==> config.mk <==
export PLATFORM = sky130hd
export DESIGN_NAME = spi_cmd_ctrl
export DESIGN_NICKNAME = d
export VERILOG_FILES = /design/src/rtl/spi_cmd_ctrl.sv
export SDC_FILE = /design/constraint.sdc
export NUM_CORES = 1
export LEC_CHECK = 0
export ABC_AREA = 1
export CORE_ASPECT_RATIO = 1.5
export CORE_MARGIN = 3
export CORE_UTILIZATION = 64
export CTS_CLUSTER_SIZE = 10
export DETAILED_ROUTE_END_ITERATION = 8
export PLACE_DENSITY = 0.95
export SYNTH_ARGS = -nofsm -noshare
export SYNTH_HDL_FRONTEND = slang
export SYNTH_SLANG_ARGS = --single-unit
==> constraint.sdc <==
create_clock -name clk -period 4.2 [get_ports clk]
set_input_delay 0.84 -clock clk [delete_from_list [all_inputs] [get_ports clk]]
set_output_delay 0.84 -clock clk [all_outputs]
set_load 0.05 [all_outputs]
==> src/rtl/spi_cmd_ctrl.sv <==
// spi_cmd_ctrl: command decoder sitting behind a byte-oriented SPI slave.
// Each frame starts with a command byte: bit7 = write(1)/read(0), bits[6:3]
// must be zero, bits[2:0] = start address. Subsequent bytes are written to,
// or trigger reads from, an auto-incrementing address into an 8-entry file.
//
// Ports:
//   clk          system clock, rising edge
//   rst          asynchronous active-high reset
//   frame_active chip-select active, synchronised to clk
//   rx_byte      received byte, qualified by rx_valid
//   rx_valid     one-cycle strobe per received byte
//   tx_byte      next byte for the slave to shift out
//   tx_load      one-cycle strobe, tx_byte updated this cycle
//   led          reg0[3:0]
//   busy         high outside IDLE
module spi_cmd_ctrl #(
  parameter logic [7:0] ID_VALUE = 8'hA5,
  parameter logic [7:0] GREETING = 8'h5A
) (
  input  logic       clk,
  input  logic       rst,
  input  logic       frame_active,
  input  logic [7:0] rx_byte,
  input  logic       rx_valid,
  output logic [7:0] tx_byte,
  output logic       tx_load,
  output logic [3:0] led,
  output logic       busy
);

  typedef enum logic [2:0] {IDLE, CMD, WRITE, READ, IGNORE} state_t;

  state_t     state_q, state_d;
  logic       fa_prev_q;
  logic [7:0] rw_q [4];
  logic [7:0] rw_d [4];
  logic [7:0] frame_cnt_q, frame_cnt_d;
  logic [7:0] err_cnt_q, err_cnt_d;
  logic [2:0] addr_q, addr_d;
  logic       rd_pend_q, rd_pend_d;
  logic [7:0] tx_byte_q, tx_byte_d;
  logic       tx_load_q, tx_load_d;
  logic [7:0] rd_data;
  logic       frame_rise, cmd_bad, frame_end;

  assign frame_rise = frame_active & ~fa_prev_q;
  assign cmd_bad    = |rx_byte[6:3];
  assign frame_end  = (state_q != IDLE) & ~frame_active;

  // Register file read mux; sees pre-write values of the current cycle.
  always_comb begin
    unique case (addr_q)
      3'd4:    rd_data = frame_cnt_q;
      3'd5:    rd_data = err_cnt_q;
      3'd6:    rd_data = ID_VALUE;
      3'd7:    rd_data = 8'h00;
      default: rd_data = rw_q[addr_q[1:0]];
    endcase
  end

  // State register
  always_ff @(posedge clk or posedge rst) begin
    if (rst) state_q <= IDLE;
    else     state_q <= state_d;
  end

  // Next-state logic
  always_comb begin
    state_d = state_q;
    unique case (state_q)
      IDLE: if (frame_rise) state_d = CMD;
      CMD:  if (rx_valid) state_d = cmd_bad ? IGNORE : (rx_byte[7] ? WRITE : READ);
      default: ;
    endcase
    // Frame end wins, but the byte's own action still happens in the datapath.
    if (frame_end) state_d = IDLE;
  end

  // Output / datapath next-state logic
  always_comb begin
    rw_d        = rw_q;
    frame_cnt_d = frame_cnt_q;
    err_cnt_d   = err_cnt_q;
    addr_d      = addr_q;
    tx_byte_d   = tx_byte_q;
    tx_load_d   = 1'b0;
    rd_pend_d   = 1'b0;

    // Read load lands one cycle after the strobe that requested it.
    if (rd_pend_q) begin
      tx_byte_d = rd_data;
      tx_load_d = 1'b1;
      addr_d    = addr_q + 3'd1;
    end

    unique case (state_q)
      IDLE: begin
        if (frame_rise) begin
          tx_byte_d = GREETING;
          tx_load_d = 1'b1;
        end
      end
      CMD: begin
        if (rx_valid) begin
          if (cmd_bad) begin
            if (err_cnt_q != 8'hFF) err_cnt_d = err_cnt_q + 8'd1;
          end else begin
            addr_d    = rx_byte[2:0];
            // A read strobe that coincides with frame end is dropped.
            rd_pend_d = ~rx_byte[7] & frame_active;
          end
        end
      end
      WRITE: begin
        if (rx_valid) begin
          if (!addr_q[2]) rw_d[addr_q[1:0]] = rx_byte;
          addr_d = addr_q + 3'd1;
        end
      end
      READ: begin
        if (rx_valid && frame_active) rd_pend_d = 1'b1;
      end
      default: ;
    endcase

    if (frame_end) frame_cnt_d = frame_cnt_q + 8'd1;
  end

  // Datapath registers; fa_prev_q resets high so a frame open at reset is skipped.
  always_ff @(posedge clk or posedge rst) begin
    if (rst) begin
      fa_prev_q   <= 1'b1;
      rw_q        <= '{default: 8'h00};
      frame_cnt_q <= 8'h00;
      err_cnt_q   <= 8'h00;
      addr_q      <= 3'd0;
      rd_pend_q   <= 1'b0;
      tx_byte_q   <= 8'h00;
      tx_load_q   <= 1'b0;
    end else begin
      fa_prev_q   <= frame_active;
      rw_q        <= rw_d;
      frame_cnt_q <= frame_cnt_d;
      err_cnt_q   <= err_cnt_d;
      addr_q      <= addr_d;
      rd_pend_q   <= rd_pend_d;
      tx_byte_q   <= tx_byte_d;
      tx_load_q   <= tx_load_d;
    end
  end

  assign tx_byte = tx_byte_q;
  assign tx_load = tx_load_q;
  assign led     = rw_q[0][3:0];
  assign busy    = (state_q != IDLE);

endmodule

==> results.cfg, run 1 <==
[run_status]
outcome = completed

[routing]
drtIter0Drc = 445
avgViaCountPerCell = 5.78
firstDrtPassIters = 6
wirelength_mm = 9.48
post_drt_wl_per_cell_um = 15.2
remaining_drc_errors = 0
num_vias = 3596
final_antenna_net_count = 0

[final_layout]
stdcell_count = 622
drive_gt1_share_pct = 7.79
layout_common_cells = nand2_1 (210), dfrtp_1 (64), inv_1 (56), nand3_1 (53), nor2_1 (33)
area_delta_synth_final_pct = 9.36
fin_nets = 567
design_area_mm2 = 0.00418
antenna_cells = 0
fin_util_pct = 74.5
layout_commonest_cell = nand2_1

[yosys]
yosysSeqAreaShare_pct = 42.6
netlist-cell-type-count = 27
synth-seq-cells = 65
ys_warn_count = 0
yosysTopAreaCell = dfrtp_1
syn-num-nets = 551
synthTopCellsByArea = dfrtp_1 (42%), nand2_1 (21%), nand3_1 (6.9%)
synth_top_area_share_pct = 41.9
postSynthCellCount = 532
syn_avg_cell_area_um2 = 7.19
synthesis.area_mm2 = 0.00382

[clock_network]
path_clk_slew_ns = 0.07
cts_hold_buffers = 0
clock-root-buffer = clkbuf_8
cts_tree = built
cts_resized = 0
htree_num_levels = 3
clock_latency_ns = 0.34
clkSinkCount = 65
post-cts-setup-buffers = 0
numCtsBuffers = 9
clock_path_buffers = 2

[worst_hold_path]
worstHoldEndpoint = tx_byte[0]
hold_class = register to register
min_path_cells = 2
worstHoldStart = tx_byte[0]

[global_routing]
grt_pass1_wl_mm = 16.4
antenna_found_initial = 0
grt_pass1_vias = 3567
groute.usage.overall_pct = 29.4
grt_max_degree = 54
grt_overflow = 0

[worst_setup_path]
r2r_setup_slack_ns = 1.42
path_buf_inv = 1
arrival_ns = 3.02
worstPathMaxFanout = 22
crit_slowest_cell = dfrtp_1
end_kind = register
critPathKind = register to register
r2r_cells = 8
critPathLaunchType = register
crit_top_cell = nand2_1
cp_top_family = simple AND/OR/NAND/NOR gates
max_stage_delay_ns = 0.80
cp_cell_sequence = inv_1, ha_1, nand2_2, nand2_1, nor2_2, nand3_1, nand2_1, nand2_1
rr_startpoint = addr_q[0]
critical_path_required_ns = 4.43
worst_r2r_endpoint = tx_byte[3]

[floorplan]
die_y_um = 101
initial_core_util_pct = 68.1
die_x_um = 69.1
die_area_mm2 = 0.00696
rows = 33
core-area_mm2 = 0.00562
io-pin-count = 26

[timing]
final-hold-violation-count = 0
slew_viol_final = 0
fin_crit_sh_pct = 66.3
tightest_slew_ns = 1.09
layout_setup_ws_ns = 1.42
finalCriticalPeriod_ns = 2.78
fin_setup_tns_ns = 0
relSlewSlack_pct = 27.0
rsz0062_at_grt = false
final-setup-viol-count = 0
fmax_mhz = 359
clock-skew-final_ns = 0.00628
hold_slack_ns = 0.487

[pwr]
p_total_mw = 2.29
p_per_area_mw_per_mm2 = 548
p_leak_nw = 2.24
ir_drop_uv = 323

[place]
place_ws_ns = 1.10
dpl_cell_area_mm2 = 0.00400
place_inst = 607
io_buffers = 25
globalplace.congestion = 0.980
dp_hpwl_mm = 6.83

[run]
maxCapViolCount = 0
==> layout make-up <==
type / instances / area, um^2
Sequential cell: 65 / 1630
Tap cell: 70 / 87.6
Timing Repair Buffer: 26 / 258
Fill cell: 449 / 1430
Multi-Input combinational cell: 385 / 1800
Inverter: 61 / 229
Clock inverter: 2 / 12.5
Clock buffer: 13 / 169
==> power breakdown <==
| part | internal [mW] | switching, mW | leakage (nW) |
|---|---|---|---|
| sequential | 0.749 | 0.151 | 0.787 |
| combinational | 0.285 | 0.615 | 1.36 |
| clock | 0.259 | 0.231 | 0.0915 |
| total | 1.29 | 0.998 | 2.24 |
==> layer usage <==
layer	track usage [%]	wire length [um]	vias to the layer above
met5	0	0	-
met2	51.1	4800	161
met4	19.7	645	0
li1	-	-	1693
met3	5.19	561	57
met1	32.9	3470	1685
==> worst max path at each step <==
stage               startpoint    endpoint  cells past startpoint
global route         addr_q[0]  tx_byte[3]                      8
floorplan                  rst   addr_q[0]                      1
finish               addr_q[0]  tx_byte[3]                      8
global placement      rx_valid    rw_q[14]                      6
detailed placement    rx_valid    rw_q[17]                      6
CTS                   rx_valid    rw_q[17]                      6
==> worst register-to-register path, cell delays in order (launching register included) <==
cell and delay (ns):
dfrtp_1 0.80, inv_1 0.48, ha_1 0.46, nand2_2 0.16, nand2_1 0.10, nor2_2 0.38, nand3_1 0.15, nand2_1 0.10
nand2_1 0.05
==> registers in the layout (all words and copies together) (netlist names) <==
name / cells
addr_q: 3
err_cnt_q: 8
fa_prev_q: 1
frame_cnt_q: 8
led: 4
rd_pend_q: 1
rw_q: 28
state_q: 3
tx_byte: 8
tx_load: 1
==> synth_stat cells <==
library cell	number
buf_6	5
nor2_2	4
xor2_1	4
o211ai_1	1
clkinv_1	1
dfstp_2	1
o21ai_0	26
nor2_1	33
nand2_2	9
ha_1	7
buf_4	7
o21ai_2	4
nand4_1	9
dfrtp_1	64
buf_2	8
nor2_4	3
inv_1	57
nor2_8	1
nand2_1	210
xnor2_1	4
inv_2	3
nand3_2	2
a21oi_1	7
nand3b_1	2
nand3_1	53
buf_12	1
o21ai_1	6
==> cells by family (layout without fill, tap and decap cells) <==
family          Yosys count  in the layout  share of synthesized area (%)
compound gates           44             44                           6.22
xor+xnor                  8              8                           1.83
fa+ha+maj                 7              7                           2.29
buf+inv                  82            102                           10.4
flops                    65             65                           42.6
simple gates            326            326                           36.7
(Power assumes the default switching activity.)
==> run 2, diff against run 1 <==
--- a/config.mk
+++ b/config.mk
@@ -8,10 +8,10 @@
 export ABC_AREA = 1
 export CORE_ASPECT_RATIO = 1.5
 export CORE_MARGIN = 3
-export CORE_UTILIZATION = 64
+export CORE_UTILIZATION = 59
 export CTS_CLUSTER_SIZE = 10
 export DETAILED_ROUTE_END_ITERATION = 8
-export PLACE_DENSITY = 0.95
+export PLACE_DENSITY = 0.91
 export SYNTH_ARGS = -nofsm -noshare
 export SYNTH_HDL_FRONTEND = slang
 export SYNTH_SLANG_ARGS = --single-unit
==> constraint.sdc (replaced) <==
create_clock -name clk -period 2.62 [get_ports clk]
set_input_delay 0.524 -clock clk [delete_from_list [all_inputs] [get_ports clk]]
set_output_delay 0.524 -clock clk [all_outputs]
set_load 0.05 [all_outputs]
==> run 2 against run 1 <==
Fmax up 15%. Highest routed layer unchanged. Hold slack better by 0.013 ns. Sequential power up 58%.
==> results.cfg, run 2 (synthesis gave the netlist of run 1 again) <==
[run_status]
outcome = completed

[timing]
fin_crit_sh_pct = 92.3
finalCriticalPeriod_ns = 2.42
clock-skew-final_ns = 0.0126
relSlewSlack_pct = 59.7
layout_setup_ws_ns = 0.201
rsz0062_at_grt = false
tightest_slew_ns = 0.605
final-hold-violation-count = 0
final-setup-viol-count = 0
slew_viol_final = 0
fin_setup_tns_ns = 0
fmax_mhz = 413

[routing]
post_drt_wl_per_cell_um = 14.9
wirelength_mm = 9.42
avgViaCountPerCell = 5.61
num_vias = 3557
final_antenna_net_count = 0
firstDrtPassIters = 5
drtIter0Drc = 326
remaining_drc_errors = 0

[worst_setup_path]
worst_r2r_endpoint = tx_byte[4]
rr_startpoint = addr_q[1]
arrival_ns = 2.65
r2r_cells = 8
r2r_setup_slack_ns = 0.20
critPathKind = register to register
critical_path_required_ns = 2.85
worstPathMaxFanout = 12
end_kind = register
critPathLaunchType = register

[clock_network]
clock_latency_ns = 0.35
cts_tree = built
clock_path_buffers = 2
cts_resized = 0
post-cts-setup-buffers = 0
clkSinkCount = 65
path_clk_slew_ns = 0.08
numCtsBuffers = 9
cts_hold_buffers = 0
htree_num_levels = 3
clock-root-buffer = clkbuf_8

[pwr]
p_total_mw = 3.99
ir_drop_uv = 641
p_leak_nw = 2.30
p_per_area_mw_per_mm2 = 924

[worst_hold_path]
worstHoldEndpoint = tx_byte[2]
min_path_cells = 2
worstHoldStart = tx_byte[2]
hold_class = register to register

[run]
maxCapViolCount = 0

[final_layout]
regMostFlops = rw_q
drive_gt1_share_pct = 9.29
antenna_cells = 0
largest_reg_flops = 28
layout_common_cells = nand2_1 (210), dfrtp_1 (64), inv_1 (56), nand3_1 (53), nor2_1 (33)
stdcell_count = 634
fillerInstances = 481
area_delta_synth_final_pct = 12.7
layout_commonest_cell = nand2_1
fin_nets = 574

[place]
globalplace.congestion = 0.978
io_buffers = 25
place_ws_ns = 0.285
place_inst = 618
dp_hpwl_mm = 6.73

[global_routing]
grt_pass1_wl_mm = 16.0
antenna_found_initial = 0
grt_overflow = 0
grt_max_degree = 25
grt_pass1_vias = 3578
groute.usage.overall_pct = 26.7

[floorplan]
initial_core_util_pct = 61.5
die_y_um = 105
core-area_mm2 = 0.00622
die_x_um = 71.7
io-pin-count = 26
die_area_mm2 = 0.00750
rows = 35
-- run 2: cell count changes in the layout (fill, tap and decap cells not counted) --
cell,previous run,this run
buf_4,1,8
bufinv_16,0,3
clkbuf_1,1,0
clkbuf_8,12,10
clkinv_2,1,0
clkinv_4,0,2
-- run 2: layer usage --
metal  global-route usage, %  wire [um]  vias up
met5                       0          0        -
met4                    14.9        461        0
li1                        -          -     1700
met2                    47.0       4980      161
met1                    29.0       3460     1655
met3                    5.20        521       41
-- run 2: through the flow --
stage / hold WS [ns] / util (%) / area (um^2)
floorplan: 0.446 / - / 3820
global placement: 0.477 / 65.3 / 4060
detailed placement: 0.468 / 65.3 / 4060
CTS: 0.497 / 69.3 / 4310
global route: 0.532 / 69.3 / 4310
finish: 0.501 / 69.3 / 4310
-- run 2: final cells by class --
cell class                      count  area [um^2]  area share (%)
Multi-Input combinational cell    385         1800            41.7
Clock inverter                      6          115            2.67
Timing Repair Buffer               33          310            7.20
Sequential cell                    65         1630            37.8
Tap cell                           74         92.6            2.15
Clock buffer                       10          138            3.19
Inverter                           61          229            5.31
-- run 2: worst max path at each step --
stage	startpoint	end	slack (ns)	cells past startpoint
after floorplan	rst	addr_q[0]	0.47	1
after global placement	addr_q[1]	tx_byte[3]	0.45	8
after detailed placement	addr_q[1]	tx_byte[4]	0.29	8
after CTS	state_q[1]	busy	0.23	3
after global routing	addr_q[1]	tx_byte[4]	0.03	8
final	addr_q[1]	tx_byte[4]	0.20	8
-- run 2: critical path, cell delays in order, from the launching register on --
cell and delay, ns:
dfrtp_1 0.59, clkinv_1 0.39, ha_1 0.39, nand2_2 0.14
nand2_1 0.10, nor2_2 0.38, nand3_1 0.15, nand2_1 0.11
nand2_1 0.05
-- run 2: where the power goes --
| group | total [mW] | switching [mW] | internal (mW) |
|---|---|---|---|
| registers | 1.42 | 0.216 | 1.20 |
| clock network | 1.09 | 0.427 | 0.661 |
| logic | 1.48 | 1.01 | 0.474 |
==> run 3, diff against run 2 <==
--- a/config.mk
+++ b/config.mk
@@ -6,6 +6,7 @@
 export NUM_CORES = 1
 export LEC_CHECK = 0
 export ABC_AREA = 1
+export ABC_CLOCK_PERIOD_IN_PS = 2620
 export CORE_ASPECT_RATIO = 1.5
 export CORE_MARGIN = 3
 export CORE_UTILIZATION = 59
==> results of run 3 <==
Same layout as run 2: the final DEF is identical, and so are final timing and power.
